`src/rtl/cp0_timer_int_pkg.sv`:
```
// cp0_timer_int_pkg
//   Shared types and constants for the CP0 Count/Compare timer and the
//   interrupt-source block that feeds CP0 Cause[15:10].
//   Contents: CP0 register numbers for Count and Compare, bus widths,
//   enable levels, the zero word and a write-qualify helper.
package cp0_timer_int_pkg;

  localparam int REG_W      = 32;
  localparam int REG_ADDR_W = 5;
  localparam int CP0_INT_W  = 6;

  typedef logic [REG_W-1:0]      reg_bus_t;       // REG_BUS
  typedef logic [REG_ADDR_W-1:0] reg_addr_bus_t;  // REG_ADDR_BUS
  typedef logic [CP0_INT_W-1:0]  cp0_int_bus_t;   // CP0_INT_BUS (5:0)

  localparam reg_addr_bus_t CP0_COUNT   = 5'd9;
  localparam reg_addr_bus_t CP0_COMPARE = 5'd11;

  localparam logic     WRITE_ENABLE = 1'b1;
  localparam logic     READ_ENABLE  = 1'b1;
  localparam reg_bus_t ZERO_WORD    = 32'h0000_0000;

  // A CP0 write only takes effect when it is enabled and not squashed by a
  // flush in the same cycle.
  function automatic logic wr_hit(input logic we, input logic exc_flush,
                                  input reg_addr_bus_t waddr,
                                  input reg_addr_bus_t target);
    return (we == WRITE_ENABLE) && !exc_flush && (waddr == target);
  endfunction

endpackage

```
`src/rtl/cp0_timer_int_if.sv`:
```
// cp0_timer_int_if
//   MEM-stage CP0 write/read bus shared by CP0 and the timer block.
//   No handshake: a write is accepted in the cycle it is presented, a read
//   returns combinational data in the same cycle.
//   Signals:
//     we, waddr, wdata : CP0 write port
//     re, raddr        : CP0 read port
//     exc_flush        : squashes this cycle's write
//     data_o           : read data (Count/Compare, else zero)
//   Modports: master drives the bus (pipeline side), slave is the timer.
interface cp0_timer_int_if;
  import cp0_timer_int_pkg::*;

  logic          we;
  reg_addr_bus_t waddr;
  reg_bus_t      wdata;
  logic          re;
  reg_addr_bus_t raddr;
  logic          exc_flush;
  reg_bus_t      data_o;

  modport master (
    output we, waddr, wdata, re, raddr, exc_flush,
    input  data_o
  );

  modport slave (
    input  we, waddr, wdata, re, raddr, exc_flush,
    output data_o
  );

endinterface

```
`src/rtl/cp0_timer_int_sync.sv`:
```
// int_sync
//   Single-bit level synchronizer for an asynchronous interrupt line.
//   STAGES flip-flops in series, asynchronously cleared by rst.
//   Ports:
//     clk   : destination clock
//     rst   : asynchronous active-high reset
//     d     : raw asynchronous input
//     q     : synchronized output (last stage)
module int_sync #(
  parameter int STAGES = 2
) (
  input  logic clk,
  input  logic rst,
  input  logic d,
  output logic q
);

  logic [STAGES-1:0] chain;

  always_ff @(posedge clk or posedge rst) begin
    if (rst) begin
      chain <= '0;
    end else begin
      chain <= {chain[STAGES-2:0], d};
    end
  end

  assign q = chain[STAGES-1];

endmodule

```
`src/rtl/cp0_timer_int.sv`:
```
// cp0_timer_int
//   Interrupt sources for CP0 Cause[15:10]: owns Count (reg 9) and
//   Compare (reg 11), raises a sticky timer interrupt on a Count/Compare
//   match, and synchronizes the six external interrupt lines.
//   Ports:
//     cpu_clk_50M  : clock
//     cpu_rst      : asynchronous active-high reset
//     ext_int_i    : raw asynchronous interrupt levels
//     cp0_bus      : CP0 write/read bus (slave side)
//     int_o        : to CP0 int_i; bit 5 also carries the timer interrupt
//     timer_int_o  : timer pending flag
module cp0_timer_int
  import cp0_timer_int_pkg::*;
#(
  parameter int SYNC_STAGES = 2,
  parameter int COUNT_DIV   = 2
) (
  input  logic                  cpu_clk_50M,
  input  logic                  cpu_rst,
  input  cp0_int_bus_t          ext_int_i,
  cp0_timer_int_if.slave        cp0_bus,
  output cp0_int_bus_t          int_o,
  output logic                  timer_int_o
);

  localparam int DIV_W = (COUNT_DIV > 1) ? $clog2(COUNT_DIV) : 1;
  localparam logic [DIV_W-1:0] DIV_LAST = DIV_W'(COUNT_DIV - 1);

  logic [DIV_W-1:0] div_cnt;
  reg_bus_t         count;
  reg_bus_t         compare;
  reg_bus_t         count_inc;
  logic             timer_pend;
  logic             tick;
  logic             count_wr;
  logic             compare_wr;
  cp0_int_bus_t     ext_sync;

  // ---------------- external interrupt synchronizers ----------------
  for (genvar k = 0; k < CP0_INT_W; k++) begin : g_sync
    int_sync #(.STAGES(SYNC_STAGES)) u_sync (
      .clk (cpu_clk_50M),
      .rst (cpu_rst),
      .d   (ext_int_i[k]),
      .q   (ext_sync[k])
    );
  end

  // ---------------- Count / Compare / pend ----------------
  // With COUNT_DIV == 1 the divider is stuck at 0 == DIV_LAST, so tick is 1.
  assign tick       = (div_cnt == DIV_LAST);
  assign count_inc  = count + 32'd1;
  assign count_wr   = wr_hit(cp0_bus.we, cp0_bus.exc_flush, cp0_bus.waddr, CP0_COUNT);
  assign compare_wr = wr_hit(cp0_bus.we, cp0_bus.exc_flush, cp0_bus.waddr, CP0_COMPARE);

  always_ff @(posedge cpu_clk_50M or posedge cpu_rst) begin
    if (cpu_rst) begin
      div_cnt    <= '0;
      count      <= ZERO_WORD;
      compare    <= ZERO_WORD;
      timer_pend <= 1'b0;
    end else begin
      // A Count write restarts the divider and replaces this cycle's increment.
      if (count_wr) begin
        count   <= cp0_bus.wdata;
        div_cnt <= '0;
      end else begin
        div_cnt <= tick ? '0 : div_cnt + 1'b1;
        if (tick) begin
          count <= count_inc;
        end
      end

      if (compare_wr) begin
        compare <= cp0_bus.wdata;
      end

      // Compare write wins over a same-edge match; the match itself uses the
      // old Compare, so the new value only participates from the next tick.
      if (compare_wr) begin
        timer_pend <= 1'b0;
      end else if (tick && !count_wr && (count_inc == compare)) begin
        timer_pend <= 1'b1;
      end
    end
  end

  // ---------------- read mux ----------------
  always_comb begin
    cp0_bus.data_o = ZERO_WORD;
    if (cp0_bus.re == READ_ENABLE) begin
      if (cp0_bus.raddr == CP0_COUNT) begin
        cp0_bus.data_o = count;
      end else if (cp0_bus.raddr == CP0_COMPARE) begin
        cp0_bus.data_o = compare;
      end
    end
  end

  assign int_o       = {ext_sync[5] | timer_pend, ext_sync[4:0]};
  assign timer_int_o = timer_pend;

endmodule

```
`src/flat_wrapper.sv`:
```
// flat-port wrapper written by rule: the top's interface ports become plain ports
module cp0_timer_int_flat import cp0_timer_int_pkg::*;
#(
  parameter int SYNC_STAGES = 2,
  parameter int COUNT_DIV   = 2
)
  (cpu_clk_50M, cpu_rst, ext_int_i, int_o, timer_int_o, cp0_bus_we, cp0_bus_waddr, cp0_bus_wdata, cp0_bus_re, cp0_bus_raddr, cp0_bus_exc_flush, cp0_bus_data_o);
  cp0_timer_int_if cp0_bus_i ();
  input  logic cpu_clk_50M;
  input  logic cpu_rst;
  input  cp0_int_bus_t ext_int_i;
  output cp0_int_bus_t int_o;
  output logic timer_int_o;
  input wire logic [$bits(cp0_bus_i.we)-1:0] cp0_bus_we;
  input wire logic [$bits(cp0_bus_i.waddr)-1:0] cp0_bus_waddr;
  input wire logic [$bits(cp0_bus_i.wdata)-1:0] cp0_bus_wdata;
  input wire logic [$bits(cp0_bus_i.re)-1:0] cp0_bus_re;
  input wire logic [$bits(cp0_bus_i.raddr)-1:0] cp0_bus_raddr;
  input wire logic [$bits(cp0_bus_i.exc_flush)-1:0] cp0_bus_exc_flush;
  output wire logic [$bits(cp0_bus_i.data_o)-1:0] cp0_bus_data_o;
  assign cp0_bus_i.we = cp0_bus_we;
  assign cp0_bus_i.waddr = cp0_bus_waddr;
  assign cp0_bus_i.wdata = cp0_bus_wdata;
  assign cp0_bus_i.re = cp0_bus_re;
  assign cp0_bus_i.raddr = cp0_bus_raddr;
  assign cp0_bus_i.exc_flush = cp0_bus_exc_flush;
  assign cp0_bus_data_o = cp0_bus_i.data_o;
  cp0_timer_int #(.SYNC_STAGES(SYNC_STAGES), .COUNT_DIV(COUNT_DIV)) u_core (.cpu_clk_50M(cpu_clk_50M), .cpu_rst(cpu_rst), .ext_int_i(ext_int_i), .cp0_bus(cp0_bus_i), .int_o(int_o), .timer_int_o(timer_int_o));
endmodule
```
`config.mk`:
```
export PLATFORM = sky130hd
export DESIGN_NAME = cp0_timer_int_flat
export DESIGN_NICKNAME = d
export VERILOG_FILES = /design/src/rtl/cp0_timer_int_pkg.sv /design/src/rtl/cp0_timer_int_if.sv /design/src/rtl/cp0_timer_int_sync.sv /design/src/rtl/cp0_timer_int.sv /design/src/flat_wrapper.sv
export SDC_FILE = /design/constraint.sdc
export NUM_CORES = 1
export LEC_CHECK = 0
export BUFFER_PORTS_ARGS = -buffer_cell sky130_fd_sc_hd__buf_2
export CORE_UTILIZATION = 35
export CTS_CLUSTER_DIAMETER = 100
export DETAILED_ROUTE_END_ITERATION = 8
export SLEW_MARGIN = 40
export SYNTH_ARGS = -nofsm -noshare
export SYNTH_HDL_FRONTEND = slang
export SYNTH_SLANG_ARGS = --single-unit
export TNS_END_PERCENT = 5
```
`constraint.sdc`:
```
create_clock -name cpu_clk_50M -period 5.8 [get_ports cpu_clk_50M]
set_clock_uncertainty 0.15 [all_clocks]
set_input_delay 0.87 -clock cpu_clk_50M [delete_from_list [all_inputs] [get_ports cpu_clk_50M]]
set_output_delay 0.87 -clock cpu_clk_50M [all_outputs]
set_load 0.03 [all_outputs]
```
=== Yosys cells after proc, flatten, opt, wreduce, memory -nomap -nowiden ===
Index checks and enable logic that the tools add are counted.
W data, S select, Z words.

* Input port bits: 53
* Bits in registers: 78

* Mux-type cells: 9
* Eq/ne operators: 5
* Reduce and logical (&&, ||, !) cells: 9
* Bitwise gates (word level): 1
* $add $sub $neg: 2

{| class="wikitable"
|+ Operator list
! operator !! count
|-
| $mux W32 || 5
|-
| $add A32 B1 Y32 const B || 1
|-
| $eq A32 B32 Y1 || 1
|-
| $eq A5 B4 Y1 const B || 4
|-
| $logic_and A1 B1 Y1 || 5
|-
| $mux W1 || 4
|-
| $reduce_bool A2 Y1 || 2
|-
| $logic_not A1 Y1 || 2
|-
| $add A1 B1 Y1 const B || 1
|-
| $or A1 B1 Y1 || 1
|}

=== Logic depth before layout (Yosys ltp) ===
* Depth after elaboration: 8
* Gate-level depth with buffers: 9
* Gate-level depth less buffers: 8

=== Cells and area by module ===
A second synthesis with hierarchy kept.

* Cells, all modules: 537
* Area total of the unflattened synthesis: 4989.8 sq um

{| class="wikitable"
|+ Modules (own cells, without submodules)
! module !! cells an instance !! times used !! seq. area each (sq um) !! area an instance (sq um)
|-
| cp0_timer_int || 519 || 1 || 1651.6 || 4667.0
|-
| int_sync || 3 || 6 || 50.0 || 53.8
|}

=== Worst setup path after synthesis ===
Ideal clock, no wire load.

* Path type: input to output
* From: input cp0_bus_raddr[1]
* To: output cp0_bus_data_o[10]
* Stages on the path: 4
* Path slack: 2692 ps
* Data arrival time: 2088 ps
* Path buffers: 2
* Cells stage by stage: clkbuf_1 > buf_1 > mux2i_1 > nor2_1

* Longest elaborated chain between the ends: 4
* Elaborated cells on any way between the ends: 5
* Those cells by class: eq/ne (2); mux (3)

{| class="wikitable"
|+ RTL lines
! what !! RTL line !! RTL
|-
| from (decl) || flat_wrapper.sv:18 || <nowiki>input wire logic [$bits(cp0_bus_i.raddr)-1:0] cp0_bus_raddr;</nowiki>
|-
| $eq A5 B4 Y1 || cp0_timer_int.sv:94 || <nowiki>end else if (cp0_bus.raddr == CP0_COMPARE) begin</nowiki>
|-
| $mux W32 || cp0_timer_int.sv:94 ||
|-
| $mux W32 * || cp0_timer_int.sv:92 || <nowiki>if (cp0_bus.raddr == CP0_COUNT) begin</nowiki>
|-
| $mux W32 * || cp0_timer_int.sv:91 || <nowiki>if (cp0_bus.re == READ_ENABLE) begin</nowiki>
|-
| to (decl) || flat_wrapper.sv:20 || <nowiki>output wire logic [$bits(cp0_bus_i.data_o)-1:0] cp0_bus_data_o;</nowiki>
|}

Mark *: on every way between the ends. The rest lies on a longest branch, timed or not.

=== Worst setup path after layout ===
* From: input cp0_bus_raddr[2]
* To: output cp0_bus_data_o[26]

The elaborated chain is that of the path after synthesis.

==> out/results.txt <==
Status: complete, no violations
Min-Delay Path Depth: 0
Leakage: 2.548 nW
Crit path kind: input port to output port
Ant diodes: 0
Antenna violations before repair: 0
R2r worst-path depth: 8
# Max-Cap Violations: 0
Final period utilization: 51.04%
# fillers: 1,403
CP bufs+invs: 3
Starting Density: 36.02%
WL/cell: 15.49 um
CTS tree: yes
HP Start: u_core.g_sync[2].u_sync.chain[0]
Die Y-Extent: 121.7 um
Detail Placement HPWL: 8.721 mm
Post-CTS resize count: 0
Unrepaired setup endpoints after global routing: no
Synth Instances: 534
Finish-stage setup viols: 0
Fin. Hold Viols: 0
Overall routed net length: 12.06 mm
Synth Net Count: 588
Crit end category: output port
Main synth FF type: dfrtp_1
Grt peak-use layer: met2
FP Rows: 43
Area leader, netlist: dfrtp_1
Sequential fraction of the synthesis area: 38.89%
Crit Path Max Fanout: 32
Xor and xnor area share after synthesis: 12.91%
First-pass GRT wire length: 19.93 mm
CP dominant cell by count: buf_2
CP required: 4780 ps
Post-synthesis adder-cell area fraction: 0.2493%
Dominant cells by area after synthesis: dfrtp_1 39%, mux2i_1 8.0%, xnor2_1 7.9%, mux2_2 7.2%, xor2_1 5.1%
Via count: 3,966
Worst R2R End: u_core.timer_int_o
# Post-CTS Setup Buffers: 0
Die area: 0.01482 sq mm
Worst path top cell family by delay: buffers and inverters
CTS H-tree depth: 3
Slowest CP cell: nor4bb_1
Layout cells sized above 1: 27.05%
Critical path cell sequence: buf_2, nor4bb_1, nand2_1, buf_4, nor2_1, buf_2
Relative slew slack: 50.89%
Via count of the first global-routing pass: 3,990
Post-layout min period: 2960 ps
Clock sinks: 78
Count leader, synth: dfrtp_1
Highest Clock Rate: 337.8 MHz
CP max stage delay: 260 ps
Max Slew Vio Count: 0
Final Worst Setup Slack: 2840 ps
PwrDens: 319.0 mW/mm^2
Setup TNS: 0 ps
IR Drop Worst-Case VDD: 0.1757 mV
Hold-fix buffers, CTS: 0
Compound-Gate Fraction of Synth Area: 6.158%
Vias per std cell: 5.091
CTS buffer count: 9
Met1 Usage GRT: 22.82%
Worst Hold Class: flop to flop
Post-synth ARST share: 100.0%
Mapped Avg Cell Area: 9.398 sq um
IO buf count: 91
Routability-driven placement congestion ratio: 0.8324
Worst-Margin Slew: 736.7 ps
Area share of the largest cell type after synthesis: 38.89%
DRC: 0
DR iter-0 viols: 174
Root Driver: clkbuf_16
Critical Path Start Type: input port
Distinct cells, synth: 51
Post-synth top cells: 78 x dfrtp_1, 66 x nand2_1, 50 x nor2_1, 45 x xnor2_1, 40 x mux2i_1
Core area: 0.01393 sq mm
Tot GR Track Use: 17.05%
Syn Std Cell Area: 0.005019 sq mm
Met3 usage: 2.809%
Largest family of logic cells by synthesized area: simple AND/OR/NAND/NOR gates
Reg2Reg Setup Slack: 2850 ps
Arr. time, crit path: 1940 ps
Synthesis-to-layout area growth: 16.21%
Post-placement setup slack: 2485 ps
Largest net degree at the start of global routing: 79
Critical Path Source: cp0_bus_raddr[2]
Clk Latency, worst-skew pair: 330 ps
Drt first pass iters: 4
Routing usage on met2: 28.57%
Reg clk slew, reported paths: 60 ps
Synth Warn #: 0
Boundary Pins: 92
Final #Nets: 648
Post-Synth Simple-Gate Area: 21.79%
Antenna-violating nets left: 0
Grt ovf: 0
Flops & latches, synth: 78
Post-Layout Inst Area: 0.005832 sq mm
Post-synth EDFFs: 0
Area after DPL: 0.005527 sq mm
Worst r2r src: u_core.count[0]
Max clock buf depth: 2
Hold endpoint: u_core.g_sync[2].u_sync.chain[1]
Die width: 121.7 um
Post-synthesis mux area share: 15.16%
-- state kept, by name (all words and copies together) (netlist names) --
signal / cells
u_core.g_sync.u_sync.chain: 12
u_core.compare: 32
u_core.div_cnt: 1
u_core.timer_int_o: 1
u_core.count: 32
-- layout by cell type, fill, tap and decap left out, types with 3 or more instances in the layout --
cell type  instances
nand3_2            4
inv_1              4
nor4_4             3
nand2b_1           3
and4_1             5
xnor2_1           45
xor2_1            29
dfrtp_1           78
a21oi_1            3
mux2_2            32
clkbuf_16          9
inv_6              3
nor4b_1            3
buf_4              5
mux2i_1           40
nand3b_1           3
nor2_1            50
nor3_1             9
nand2_1           66
buf_2             90
nand3_1           17
and2_1             4
nand4_1           17
and3_1             7
o21ai_0           30
nor4_1             4
-- kinds of logic (layout without fill, tap and decap cells) --
logic type,count (synthesis),count (layout)
buffers and inverters,52,117
XOR/XNOR,74,74
adder cells (fa/ha/maj),1,1
multiplexers,72,72
AND/OR/NAND/NOR,206,206
flip-flops,78,78
AO/OA/AOI/OAI,51,51
-- report_power, final --
part	internal, mW	total (mW)	switching [mW]
logic	0.238	0.473	0.235
clock network	0.339	0.576	0.238
registers	0.636	0.811	0.176
total	1.21	1.86	0.648
-- area by class of cell --
type	count	area [sq um]	share of cell area, %
well taps	180	225.2	3.862
clock inverters	7	80.08	1.373
flip-flops and latches	78	1952	33.47
inverters	5	18.77	0.3218
repair buffers	96	499.2	8.560
clock buffers	9	225.2	3.862
multi-input cells	404	2831	48.55
-- per-layer routing --
layer / share of wire, % / wire length [um]
met5: 0 / 0
met4: 0.92 / 111
met3: 3.6 / 433
met2: 48 / 5849
met1: 47 / 5668
-- through the flow --
stage,hold WS [ps],power [mW],std cells,utilization (%)
2_1_floorplan,181.2,1.188,534,-
4_1_cts,199.3,1.878,779,41.85
3_5_place_dp,184.7,1.293,763,39.66
5_1_grt,202.8,1.974,779,41.85
6_report,197.8,1.860,779,41.85
3_3_place_gp,186.9,1.279,763,39.62
-- worst reg2reg max path, delay by kind of cell (launching register included) --
kind	cells	cell delay, ps
DFF	1	550
and+or+nand+nor	5	1460
adders and majority gates	1	320
xor gates and xnor gates	1	240
AOI/OAI and AO/OA	1	180
-- worst max-delay path by stage --
stage          depth (start not counted)                  to  slack, ps
3_3_place_gp                           4   cp0_bus_data_o[3]       2580
6_report                               6  cp0_bus_data_o[26]       2840
3_5_place_dp                           6    u_core.count[19]       2490
5_1_grt                                8  u_core.timer_int_o       2580
4_1_cts                                6   cp0_bus_data_o[7]       2820
2_1_floorplan                          4  cp0_bus_data_o[10]       2690
Power figures use the tool's default switching activity.
